<file path="config.mk">
export PLATFORM = sky130hd
export DESIGN_NAME = wave_scheduler
export DESIGN_NICKNAME = d
export VERILOG_FILES = /design/src/rtl/wave_scheduler.sv
export SDC_FILE = /design/constraint.sdc
export NUM_CORES = 1
export LEC_CHECK = 0
export CORE_UTILIZATION = 40
export DETAILED_ROUTE_END_ITERATION = 10
export PLACE_DENSITY = 0.55
export SLEW_MARGIN = 20
export SYNTH_ARGS = -nofsm -noshare
export SYNTH_HDL_FRONTEND = slang
export SYNTH_SLANG_ARGS = --single-unit
</file>
<file path="constraint.sdc">
create_clock -name Clk -period 5 [get_ports Clk]
set_input_delay 1 -clock Clk [delete_from_list [all_inputs] [get_ports Clk]]
set_output_delay 1 -clock Clk [all_outputs]
set_load 0.1 [all_outputs]
</file>
<file path="src/rtl/wave_scheduler.sv">
// ============================================================================
// Module   : wave_scheduler
// Purpose  : Spawns enemy waves on frame ticks, tracks survivors, ends the game.
// Revision : 1.0 - initial release
// ============================================================================
`default_nettype none

module wave_scheduler #(
  parameter int NUM_WAVES        = 3,
  parameter int ENEMIES_PER_WAVE = 8,
  parameter int SPAWN_INTERVAL   = 16,
  parameter int WAVE_PAUSE       = 120
) (
  input  logic       Clk,
  input  logic       Reset,
  input  logic       play,
  input  logic       frame_tick,
  input  logic       kill,
  input  logic       ship_hit,
  output logic       spawn,
  output logic [3:0] spawn_slot,
  output logic [2:0] wave,
  output logic [4:0] alive_count,
  output logic       wave_clear,
  output logic       done,
  output logic       victory
);

  typedef enum logic [2:0] {
    S_IDLE   = 3'd0,
    S_SPAWN  = 3'd1,
    S_FIGHT  = 3'd2,
    S_PAUSE  = 3'd3,
    S_FINISH = 3'd4
  } state_t;

  localparam logic [7:0] c_spawn_reload = 8'(SPAWN_INTERVAL - 1);
  localparam logic [7:0] c_pause_reload = 8'(WAVE_PAUSE - 1);
  localparam logic [4:0] c_enemies      = 5'(ENEMIES_PER_WAVE);
  localparam logic [2:0] c_last_wave    = 3'(NUM_WAVES - 1);

  state_t     state_q, state_d;
  logic [7:0] frame_cnt_q, frame_cnt_d;
  logic [4:0] spawned_q, spawned_d;
  logic [4:0] alive_q, alive_d;
  logic [2:0] wave_q, wave_d;
  logic [3:0] spawn_slot_q, spawn_slot_d;
  logic       spawn_q, spawn_d;
  logic       wave_clear_q, wave_clear_d;
  logic       done_q, done_d;
  logic       victory_q, victory_d;

  logic       active_w;
  logic [4:0] spawned_inc_w;

  assign active_w      = (state_q == S_SPAWN) || (state_q == S_FIGHT) || (state_q == S_PAUSE);
  assign spawned_inc_w = spawned_q + 5'd1;

  always_comb begin
    state_d      = state_q;
    frame_cnt_d  = frame_cnt_q;
    spawned_d    = spawned_q;
    alive_d      = alive_q;
    wave_d       = wave_q;
    spawn_slot_d = spawn_slot_q;
    spawn_d      = 1'b0;
    wave_clear_d = 1'b0;
    done_d       = done_q;
    victory_d    = victory_q;

    if (!play) begin
      state_d      = S_IDLE;
      frame_cnt_d  = 8'd0;
      spawned_d    = 5'd0;
      alive_d      = 5'd0;
      wave_d       = 3'd0;
      spawn_slot_d = 4'd0;
      done_d       = 1'b0;
      victory_d    = 1'b0;
    end else if (ship_hit && active_w) begin
      // A hit pre-empts any spawn or clear scheduled for this edge.
      state_d   = S_FINISH;
      done_d    = 1'b1;
      victory_d = 1'b0;
    end else begin
      case (state_q)
        S_IDLE: begin
          state_d      = S_SPAWN;
          frame_cnt_d  = 8'd0;
          spawned_d    = 5'd0;
          alive_d      = 5'd0;
          wave_d       = 3'd0;
          spawn_slot_d = 4'd0;
          done_d       = 1'b0;
          victory_d    = 1'b0;
        end
        S_SPAWN: begin
          if (frame_tick && (frame_cnt_q == 8'd0)) begin
            spawn_d      = 1'b1;
            spawn_slot_d = spawned_q[3:0];
            spawned_d    = spawned_inc_w;
            frame_cnt_d  = c_spawn_reload;
            // A simultaneous kill cancels the increment.
            if (!kill) begin
              alive_d = alive_q + 5'd1;
            end
            if (spawned_inc_w == c_enemies) begin
              state_d = S_FIGHT;
            end
          end else begin
            if (frame_tick) begin
              frame_cnt_d = frame_cnt_q - 8'd1;
            end
            if (kill && (alive_q != 5'd0)) begin
              alive_d = alive_q - 5'd1;
            end
          end
        end
        S_FIGHT: begin
          if (alive_q == 5'd0) begin
            if (wave_q == c_last_wave) begin
              state_d   = S_FINISH;
              done_d    = 1'b1;
              victory_d = 1'b1;
            end else begin
              state_d      = S_PAUSE;
              wave_clear_d = 1'b1;
              frame_cnt_d  = c_pause_reload;
            end
          end else if (kill) begin
            alive_d = alive_q - 5'd1;
          end
        end
        S_PAUSE: begin
          if (frame_tick) begin
            if (frame_cnt_q == 8'd0) begin
              state_d     = S_SPAWN;
              wave_d      = wave_q + 3'd1;
              spawned_d   = 5'd0;
              frame_cnt_d = 8'd0;
            end else begin
              frame_cnt_d = frame_cnt_q - 8'd1;
            end
          end
        end
        S_FINISH: begin
        end
        default: begin
          state_d = S_IDLE;
        end
      endcase
    end
  end

  always_ff @(posedge Clk or posedge Reset) begin
    if (Reset) begin
      state_q      <= S_IDLE;
      frame_cnt_q  <= 8'd0;
      spawned_q    <= 5'd0;
      alive_q      <= 5'd0;
      wave_q       <= 3'd0;
      spawn_slot_q <= 4'd0;
      spawn_q      <= 1'b0;
      wave_clear_q <= 1'b0;
      done_q       <= 1'b0;
      victory_q    <= 1'b0;
    end else begin
      state_q      <= state_d;
      frame_cnt_q  <= frame_cnt_d;
      spawned_q    <= spawned_d;
      alive_q      <= alive_d;
      wave_q       <= wave_d;
      spawn_slot_q <= spawn_slot_d;
      spawn_q      <= spawn_d;
      wave_clear_q <= wave_clear_d;
      done_q       <= done_d;
      victory_q    <= victory_d;
    end
  end

  assign spawn       = spawn_q;
  assign spawn_slot  = spawn_slot_q;
  assign wave        = wave_q;
  assign alive_count = alive_q;
  assign wave_clear  = wave_clear_q;
  assign done        = done_q;
  assign victory     = victory_q;

endmodule

`default_nettype wire
</file>
==> results of run 1 <==
-- path summary, 6_finish.rpt --
kind,start,endpoint,slack [ns],cells past startpoint
min in group asynchronous,Reset,alive_count[1],1.11,3
max in group asynchronous,Reset,frame_cnt_q[5],3.58,3
setup reg to reg,state_q[0],alive_count[1],2.27,5
hold / removal,victory,victory,0.50,2
setup / recovery,play,alive_count[1],1.77,6
hold reg to reg,victory,victory,0.50,2
-- worst register-to-register path: stages, from the launching register on --
cell     delay [ns]
dfrtp_1        0.76
nor3b_2        0.66
nand3_2        0.27
a311o_1        0.47
nand2_1        0.13
mux2_1         0.33
-- per-layer routing --
metal	up-vias	GRT usage
met5	-	0
met4	0	0.0642
met3	8	0.0365
met2	47	0.296
met1	945	0.279
li1	995	-
-- synthesized netlist by cell type, types with 2 or more instances --
library cell and n:
dfrtp_1 32, nand2_1 20, a21oi_1 18, nor2_1 16, o21ai_0 16, inv_1 15, nor3_1 11, nand3_1 10
clkbuf_1 7, ha_1 7, mux2i_1 7, nand2b_1 6, nor2b_1 5, o2bb2ai_1 5, o31ai_1 5, or3_1 5
a211oi_1 4, and3_1 4, buf_2 4, a21o_1 3, a31oi_1 3, nor3b_1 3, or2_2 3, a211o_1 2
and4bb_2 2, nand3b_1 2, nor4_1 2, nor4b_2 2, o2111a_1 2, o211ai_1 2, o21bai_1 2, o311ai_0 2
xor2_1 2
-- power groups by stage --
stage	clock network [W]	logic, W	registers, W
5_1_grt	0.000226	0.00105	0.000455
3_3_place_gp	0	0.000953	0.000440
4_1_cts	0.000216	0.000953	0.000434
6_report	0.000208	0.000954	0.000437
3_5_place_dp	0	0.000949	0.000439
2_1_floorplan	0	0.000654	0.000537
-- through the flow --
stage	hold WS [ns]	util	area, sq um
after CTS	0.496	0.476	2620
final	0.498	0.476	2620
after global routing	0.541	0.476	2620
after global placement	0.473	0.459	2530
after floorplan	0.498	-	2270
after detailed placement	0.472	0.459	2530
-- final cells by class --
type	count	area (sq um)	area share
Sequential cell	32	801	0.306
Tap cell	72	90.1	0.0344
Multi-Input combinational cell	200	1360	0.518
Timing Repair Buffer	23	225	0.0860
Inverter	15	56.3	0.0215
Clock buffer	8	90.1	0.0344
-- flip-flops by register name (all words and copies together) (netlist names) --
register and cells:
wave 3, done 1, spawn_slot 4, spawn 1
alive_count 5, state_q 3, frame_cnt_q 8, victory 1
wave_clear 1, spawned_q 5
-- cell families (layout without fill, tap and decap cells) --
logic type / Yosys count / after routing / synth area share
xor gates and xnor gates: 2 / 2 / 0.00771
AOI/OAI and AO/OA: 78 / 78 / 0.237
buffers and inverters: 27 / 46 / 0.0501
adders and majority gates: 8 / 8 / 0.0429
DFF: 32 / 32 / 0.352
muxes: 9 / 9 / 0.0424
and+or+nand+nor: 103 / 103 / 0.267
-- cells in the final DEF (no fill, tap or decap), types with 3 or more instances in the layout --
| master | netlist | layout |
|---|---|---|
| nand2b_1 | 6 | 6 |
| nand3_1 | 10 | 10 |
| nor3_1 | 11 | 11 |
| nor2_1 | 16 | 16 |
| and3_1 | 4 | 4 |
| mux2i_1 | 7 | 7 |
| clkbuf_8 | 0 | 6 |
| o31ai_1 | 5 | 5 |
| nor2b_1 | 5 | 5 |
| a211oi_1 | 4 | 4 |
| ha_1 | 7 | 7 |
| clkdlybuf4s50_1 | 0 | 21 |
| a21o_1 | 3 | 3 |
| o2bb2ai_1 | 5 | 5 |
| nor3b_1 | 3 | 3 |
| a21oi_1 | 18 | 18 |
| or2_2 | 3 | 3 |
| dfrtp_1 | 32 | 32 |
| inv_1 | 15 | 15 |
| a31oi_1 | 3 | 3 |
| o21ai_0 | 16 | 16 |
| or3_1 | 5 | 5 |
| nand2_1 | 20 | 20 |
==> impl_metrics.yaml, run 1 <==
power:
  clkPwrFrac: 0.130
  leakage_nw: 1.13
  power_w: 0.00160
  switchingPower_w: 0.000822
  power_per_cell_area_nw_per_um2: 610
  max-vdd-ir-drop_mv: 0.249
  p_int_w: 0.000776
  power.share.sequential: 0.274
  comb_power_share: 0.597
  power_switching_share: 0.514
setup_path:
  setup.worst_path.end_class: "register"
  slowest_stage: "clkdlybuf4s50_1"
  max_stage_delay_ns: 0.82
  critical_path_arrival_ns: 3.40
  startpoint_type: "primary input"
  critPathKind: "in2reg"
  cp_cell_sequence: "clkdlybuf4s50_1 -> nor4bb_1 -> nor2_1 -> a311o_1 -> nand2_1 -> mux2_1"
  path_max_fanout: 16
  path_buf_inv: 1
  required_ns: 5.17
  critical_path.top_delay_family: "buffers and inverters"
synth:
  synth_edf_count: 0
  ys_seq_area_frac: 0.352
  synth-seq-cells: 32
  synth_top_area_share: 0.352
  synthTopCellsByArea: "dfrtp_1 35%, a21oi_1 4.0%, ha_1 3.9%"
  synth.cell_area_sq_um: 2270
  synth.avg_cell_area_sq_um: 8.77
  async_reset_ff_frac: 1.00
  ys.warnings.count: 0
  synth_cell_types: 63
  yosysTopAreaCell: "dfrtp_1"
  synth_fp_nets: 272
  synth-main-ff-cell: "dfrtp_1"
  synthCells: 259
global_route:
  grt-ovfl-total: 0
  track_usage: 0.195
  grt_antenna_before_repair: 0
  grt_first_pass_wirelength_mm: 9.32
  grt_pass1_vias: 1898
  grt_max_degree: 33
drt:
  wl_per_cell_um: 15.1
  wl_met2_mm: 2.33
  via_per_inst: 5.70
  drc: 0
  routed_wl_mm: 5.29
  dr_wl_met3_um: 199
  dr.pass1.iters: 4
  drt_iter0_drc: 186
  postRouteAntennaNets: 0
  wl_met1_mm: 2.69
  top_layer: "met4"
  num_vias: 1995
clock_tree:
  cts_resized: 0
  max-clock-path-buffers: 2
  clock_sinks: 32
  clk_latency_ns: 0.28
  hold_buffers: 0
  cts_tree: "built"
  numCtsBuffers: 5
  clockRootBuffer: "clkbuf_8"
  cts_setup_buffers: 0
  clk_pin_slew_ns: 0.07
  htreeDepth: 2
floorplanning:
  core-area_sq_um: 5510
  io_pins: 22
  die_w_um: 77.4
  die_h_um: 77.4
  die_area_sq_um: 5990
  rows: 27
  start_util: 0.413
final_layout:
  nets: 290
  syn2layout_area_growth_pct: 15.3
  final_cells: 350
  diodes: 0
  fill_cells: 535
  drive_gt1_frac: 0.0863
place:
  place_inst: 342
  gp_congestion: 0.801
  dp.final_hpwl_mm: 3.70
  dp_worst_setup_slack_ns: 1.51
  port_buffers: 21
timing:
  period_share: 0.646
  finClkSkew_ns: 0.00357
  fin_tns_setup_ns: 0
  setup_viol_count_final: 0
  grt_setup_unrepaired: "no"
  hold_viol_final: 0
  maxSlewViolCount: 0
  max_freq_mhz: 310
  layout_setup_ws_ns: 1.77
  max-slew-margin-rel: 0.351
  period_minus_slack_ns: 3.23
  tightest_slew_ns: 0.970
job:
  cap_violations: 0
hold_path:
  hold_path_class: "reg2reg"
outcome:
  outcome: "finished, final reports clean"
(Power assumes the default switching activity.)
==> inputs of run 2 (changes only) <==
Clock period 5 ns to 3.15 ns, I/O delays scaled along.
==> run 2 against run 1 <==
Effect of this change: first-iteration DRC count fell by 47%; sequential cell count did not move; die area stayed put; clock skew up 0.0028 ns; routed wire length grew 5.7%; clock power increased by 44%; largest cell class unchanged; highest routed layer unchanged; sequential power rose by 59%.
==> impl_metrics.yaml, run 2 (synthesized netlist as in run 1, its figures left out) <==
place:
  dp.final_hpwl_mm: 4.11
  port_buffers: 21
  gp_congestion: 0.787
  place_inst: 353
setup_path:
  path_max_fanout: 5
  reg2reg_depth: 7
  rr_endpoint: "spawned_q[3]"
  startpoint_type: "primary input"
  reg2reg_slack_ns: 0.72
  max_stage_delay_ns: 0.53
  critPathKind: "in2reg"
  setup.worst_path.end_class: "register"
  required_ns: 3.32
  cp_cell_sequence: "clkdlybuf4s50_1 -> nor4b_2 -> nand2_2 -> mux2_4 -> a221o_1 -> a41o_1"
  critical_path.top_delay_family: "simple AND/OR/NAND/NOR gates"
  slowest_stage: "nor4b_2"
  critical_path_arrival_ns: 2.77
  reg2reg_from: "frame_cnt_q[0]"
  path_buf_inv: 1
final_layout:
  diodes: 0
  largest_reg_flops: 8
  syn2layout_area_growth_pct: 16.6
  drive_gt1_frac: 0.177
  top_register: "frame_cnt_q"
  nets: 301
  final_common_cell: "dfrtp_1"
  mostFrequentLayoutCells: "32 x dfrtp_1, 29 x buf_4, 20 x nand2_1, 18 x a21oi_1"
  final_cells: 360
clock_tree:
  clock_sinks: 32
  hold_buffers: 0
  cts_resized: 0
  cts_setup_buffers: 0
  cts_tree: "built"
  max-clock-path-buffers: 2
  clk_pin_slew_ns: 0.07
  clk_latency_ns: 0.28
  htreeDepth: 2
  clockRootBuffer: "clkbuf_8"
  numCtsBuffers: 5
global_route:
  grt_first_pass_wirelength_mm: 9.73
  grt_pass1_vias: 2010
  grt-ovfl-total: 0
  grt_antenna_before_repair: 0
  track_usage: 0.204
  grt_max_degree: 25
power:
  max-vdd-ir-drop_mv: 0.450
  power.share.sequential: 0.268
  clkPwrFrac: 0.115
  leakage_nw: 1.21
  power_switching_share: 0.512
  comb_power_share: 0.617
  switchingPower_w: 0.00133
  p_int_w: 0.00127
  power_per_cell_area_nw_per_um2: 979
hold_path:
  min-delay-start: "victory"
  worstHoldEndpoint: "victory"
  hold_path_class: "reg2reg"
  hold-path-cell-count: 2
floorplanning:
  start_util: 0.413
  io_pins: 22
  die_w_um: 77.4
  die_h_um: 77.4
  core-area_sq_um: 5510
  die_area_sq_um: 5990
  rows: 27
drt:
  dr.pass1.iters: 4
  wl_per_cell_um: 15.5
  drt_iter0_drc: 99
  routed_wl_mm: 5.59
  num_vias: 2045
  postRouteAntennaNets: 0
  drc: 0
  via_per_inst: 5.68
timing:
  setup_viol_count_final: 0
  period_share: 0.825
  max_freq_mhz: 385
  tightest_slew_ns: 0.681
  max-slew-margin-rel: 0.546
  grt_setup_unrepaired: "no"
  maxSlewViolCount: 0
  finClkSkew_ns: 0.00634
  period_minus_slack_ns: 2.60
  fin_tns_setup_ns: 0
  hold_viol_final: 0
job:
  cap_violations: 0
outcome:
  outcome: "finished, final reports clean"
[run 2: cell count changes in the layout (fill, tap and decap cells not counted)]
cell and change:
clkdlybuf4s50_1 -16, buf_4 +27, clkbuf_8 -1, clkbuf_1 -1, clkinv_2 +1
[run 2: worst register-to-register path: cells and delay by family, from the launching register on]
kind,cells,cell delay (ns)
adders and majority gates,1,0.17
buffers and inverters,1,0.13
DFF,1,0.39
AOI/OAI and AO/OA,2,0.54
and+or+nand+nor,3,1.10
[run 2: through the flow]
step / worst slack, ns / hold WS, ns / cell area [sq um] / utilization / power (W)
after floorplan: 0.676 / 0.498 / 2270 / - / 0.00189
after CTS: 0.579 / 0.501 / 2650 / 0.481 / 0.00261
final: 0.551 / 0.500 / 2650 / 0.481 / 0.00259
after global routing: 0.466 / 0.536 / 2650 / 0.481 / 0.00281
after detailed placement: 0.282 / 0.481 / 2570 / 0.467 / 0.00230
after global placement: 0.354 / 0.479 / 2570 / 0.467 / 0.00229
[run 2: metal layers]
metal / vias to the layer above / track usage / part of all wire
li1: 1021 / - / -
met1: 979 / 0.268 / 0.47
met2: 41 / 0.335 / 0.48
met3: 4 / 0.0341 / 0.042
met4: 0 / 0.0736 / 0.0072
met5: - / 0 / 0
[run 2: power groups by stage]
stage | combinational (W) | sequential [W] | clock [W]
2_1_floorplan | 0.00104 | 0.000853 | 0
3_3_place_gp | 0.00159 | 0.000700 | 0
3_5_place_dp | 0.00160 | 0.000699 | 0
4_1_cts | 0.00161 | 0.000693 | 0.000315
5_1_grt | 0.00176 | 0.000721 | 0.000330
6_report | 0.00160 | 0.000694 | 0.000299
[run 2: layout make-up]
cell class | instances | area (sq um)
Fill cell | 530 | 2860
Timing Repair Buffer | 34 | 268
Tap cell | 72 | 90.1
Sequential cell | 32 | 801
Inverter | 15 | 56.3
Clock buffer | 6 | 72.6
Multi-Input combinational cell | 200 | 1360
Clock inverter | 1 | 5.00
[run 2: how the worst max path moves through the flow]
stage	start	end	slack, ns	depth (start not counted)
2_1_floorplan	alive_count[0]	alive_count[1]	0.68	7
3_3_place_gp	frame_tick	alive_count[2]	0.35	6
3_5_place_dp	frame_tick	alive_count[2]	0.28	6
4_1_cts	frame_tick	alive_count[2]	0.58	6
5_1_grt	frame_tick	alive_count[2]	0.47	6
6_report	frame_tick	alive_count[2]	0.55	6
==> inputs of run 3 (changes only) <==
Settings changed: PLACE_DENSITY 0.55 to 0.58.
Clock period 3.15 ns to 2.17 ns, I/O delays scaled along.
==> run 3 against run 2 <==
Effect of this change: routed wire length rose by 5.2%; die area did not move; sequential cell count did not move; combinational power rose by 89%; via count rose by 8.4%; cell area rose by 15%.
==> impl_metrics.yaml, run 3 (synthesized netlist as in run 1, its figures left out) <==
outcome:
  outcome: "finished, final reports clean"
job:
  cap_violations: 0
final_layout:
  drive_gt1_frac: 0.310
  final_common_cell: "buf_4"
  fin_util: 0.553
  mostFrequentLayoutCells: "71 x buf_4, 27 x dfrtp_1, 20 x nand2_1, 18 x a21oi_1, 16 x nor2_1"
  syn2layout_area_growth_pct: 34.0
  top_register: "frame_cnt_q"
  largest_reg_flops: 8
  final_cells: 404
  nets: 344
  diodes: 0
drt:
  num_vias: 2216
  wl_per_cell_um: 14.5
  drt_iter0_drc: 144
  postRouteAntennaNets: 0
  drc: 0
  routed_wl_mm: 5.88
  dr.pass1.iters: 4
  via_per_inst: 5.49
clock_tree:
  cts_tree: "built"
  clk_latency_ns: 0.29
  clockRootBuffer: "clkbuf_8"
  clock_sinks: 32
  clk_pin_slew_ns: 0.07
  htreeDepth: 2
  numCtsBuffers: 5
  max-clock-path-buffers: 2
timing:
  maxSlewViolCount: 0
  max_freq_mhz: 487
  setup_viol_count_final: 0
  finClkSkew_ns: 0.00641
  tightest_slew_ns: 0.431
  fin_tns_setup_ns: 0
  max-slew-margin-rel: 0.712
  hold_viol_final: 0
  period_share: 0.946
  period_minus_slack_ns: 2.05
floorplanning:
  start_util: 0.413
  core-area_sq_um: 5510
  io_pins: 22
  die_h_um: 77.4
  rows: 27
  die_area_sq_um: 5990
  die_w_um: 77.4
setup_path:
  setup.worst_path.end_class: "register"
  critical_path_arrival_ns: 2.24
  startpoint_type: "register"
  critPathKind: "reg2reg"
  slowest_stage: "dfrtp_1"
  cp_cell_sequence: "inv_1 -> ha_1 -> nor4b_4 -> buf_6 -> nand2_2 -> mux2_4 -> a221o_1 -> a41o_1"
  path_max_fanout: 7
  required_ns: 2.35
  max_stage_delay_ns: 0.40
place:
  dp.final_hpwl_mm: 4.32
  place_inst: 392
  port_buffers: 21
  gp_congestion: 0.813
power:
  power_w: 0.00455
  power_per_cell_area_nw_per_um2: 1500
  leakage_nw: 1.44
  max-vdd-ir-drop_mv: 0.806
global_route:
  grt_first_pass_wirelength_mm: 10.1
  grt_max_degree: 33
  grt_antenna_before_repair: 0
  track_usage: 0.212
  grt-ovfl-total: 0
  grt_pass1_vias: 2142
hold_path:
  hold_path_class: "reg2reg"
run 3: worst max-delay path: cells and delay by family (launching register included):
family          cells  cell delay [ns]
compound gates      2             0.55
fa+ha+maj           1             0.18
buf+inv             2             0.26
flops               1             0.40
mux                 1             0.29
simple gates        2             0.27
run 3: final timing paths:
kind / start / endpoint / slack (ns) / cells after the start
worst max-delay path: frame_cnt_q[1] / alive_count[2] / 0.12 / 8
worst min-delay path: wave[2] / wave[2] / 0.50 / 1
worst max register to register: frame_cnt_q[1] / alive_count[2] / 0.12 / 8
worst min register to register: wave[2] / wave[2] / 0.50 / 1
max in group asynchronous: Reset / alive_count[0] / 1.29 / 3
min in group asynchronous: Reset / wave_clear / 0.54 / 3
run 3: power by group:
| part | leakage, nW | internal [W] | switching (W) | total, W |
|---|---|---|---|---|
| Sequential | 0.431 | 0.000738 | 0.000195 | 0.000933 |
| Combinational | 0.958 | 0.00137 | 0.00166 | 0.00303 |
| Clock | 0.0541 | 0.000340 | 0.000254 | 0.000594 |
run 3: repair_timing:
| action | 4_1_cts | 5_1_grt |
|---|---|---|
| setup buffers | 1 | 3 |
| pin swaps | 0 | 1 |
| gates resized for setup | 0 | 4 |
| hold endpoints to repair | 0 | 0 |
| hold buffers | 0 | 0 |
| setup endpoints to repair | 3 | 7 |
run 3: per-stage QoR:
step	area [sq um]	hold WS [ns]	setup slack, ns
after floorplan	2290	0.498	-0.0241
after global placement	2890	0.468	-0.115
after detailed placement	2890	0.477	-0.177
after CTS	3010	0.509	0.0538
after global routing	3050	0.534	-0.00154
final	3050	0.499	0.117
run 3: area by class of cell:
| class | instances | area (sq um) |
|---|---|---|
| clock inverters | 3 | 42.5 |
| flip-flops and latches | 32 | 810 |
| inverters | 15 | 56.3 |
| clock buffers | 5 | 68.8 |
| repair buffers | 77 | 594 |
| fillers | 535 | 2460 |
| multi-input cells | 200 | 1380 |
| well taps | 72 | 90.1 |
run 3: layer usage:
| metal | global-route usage | part of all wire | routed length (um) | vias to the layer above |
|---|---|---|---|---|
| met5 | 0 | 0 | 0 | - |
| met4 | 0.0755 | 0.016 | 94 | 0 |
| met1 | 0.287 | 0.49 | 2910 | 1059 |
| met3 | 0.0294 | 0.030 | 178 | 8 |
| met2 | 0.344 | 0.46 | 2700 | 42 |
| li1 | - | - | - | 1107 |
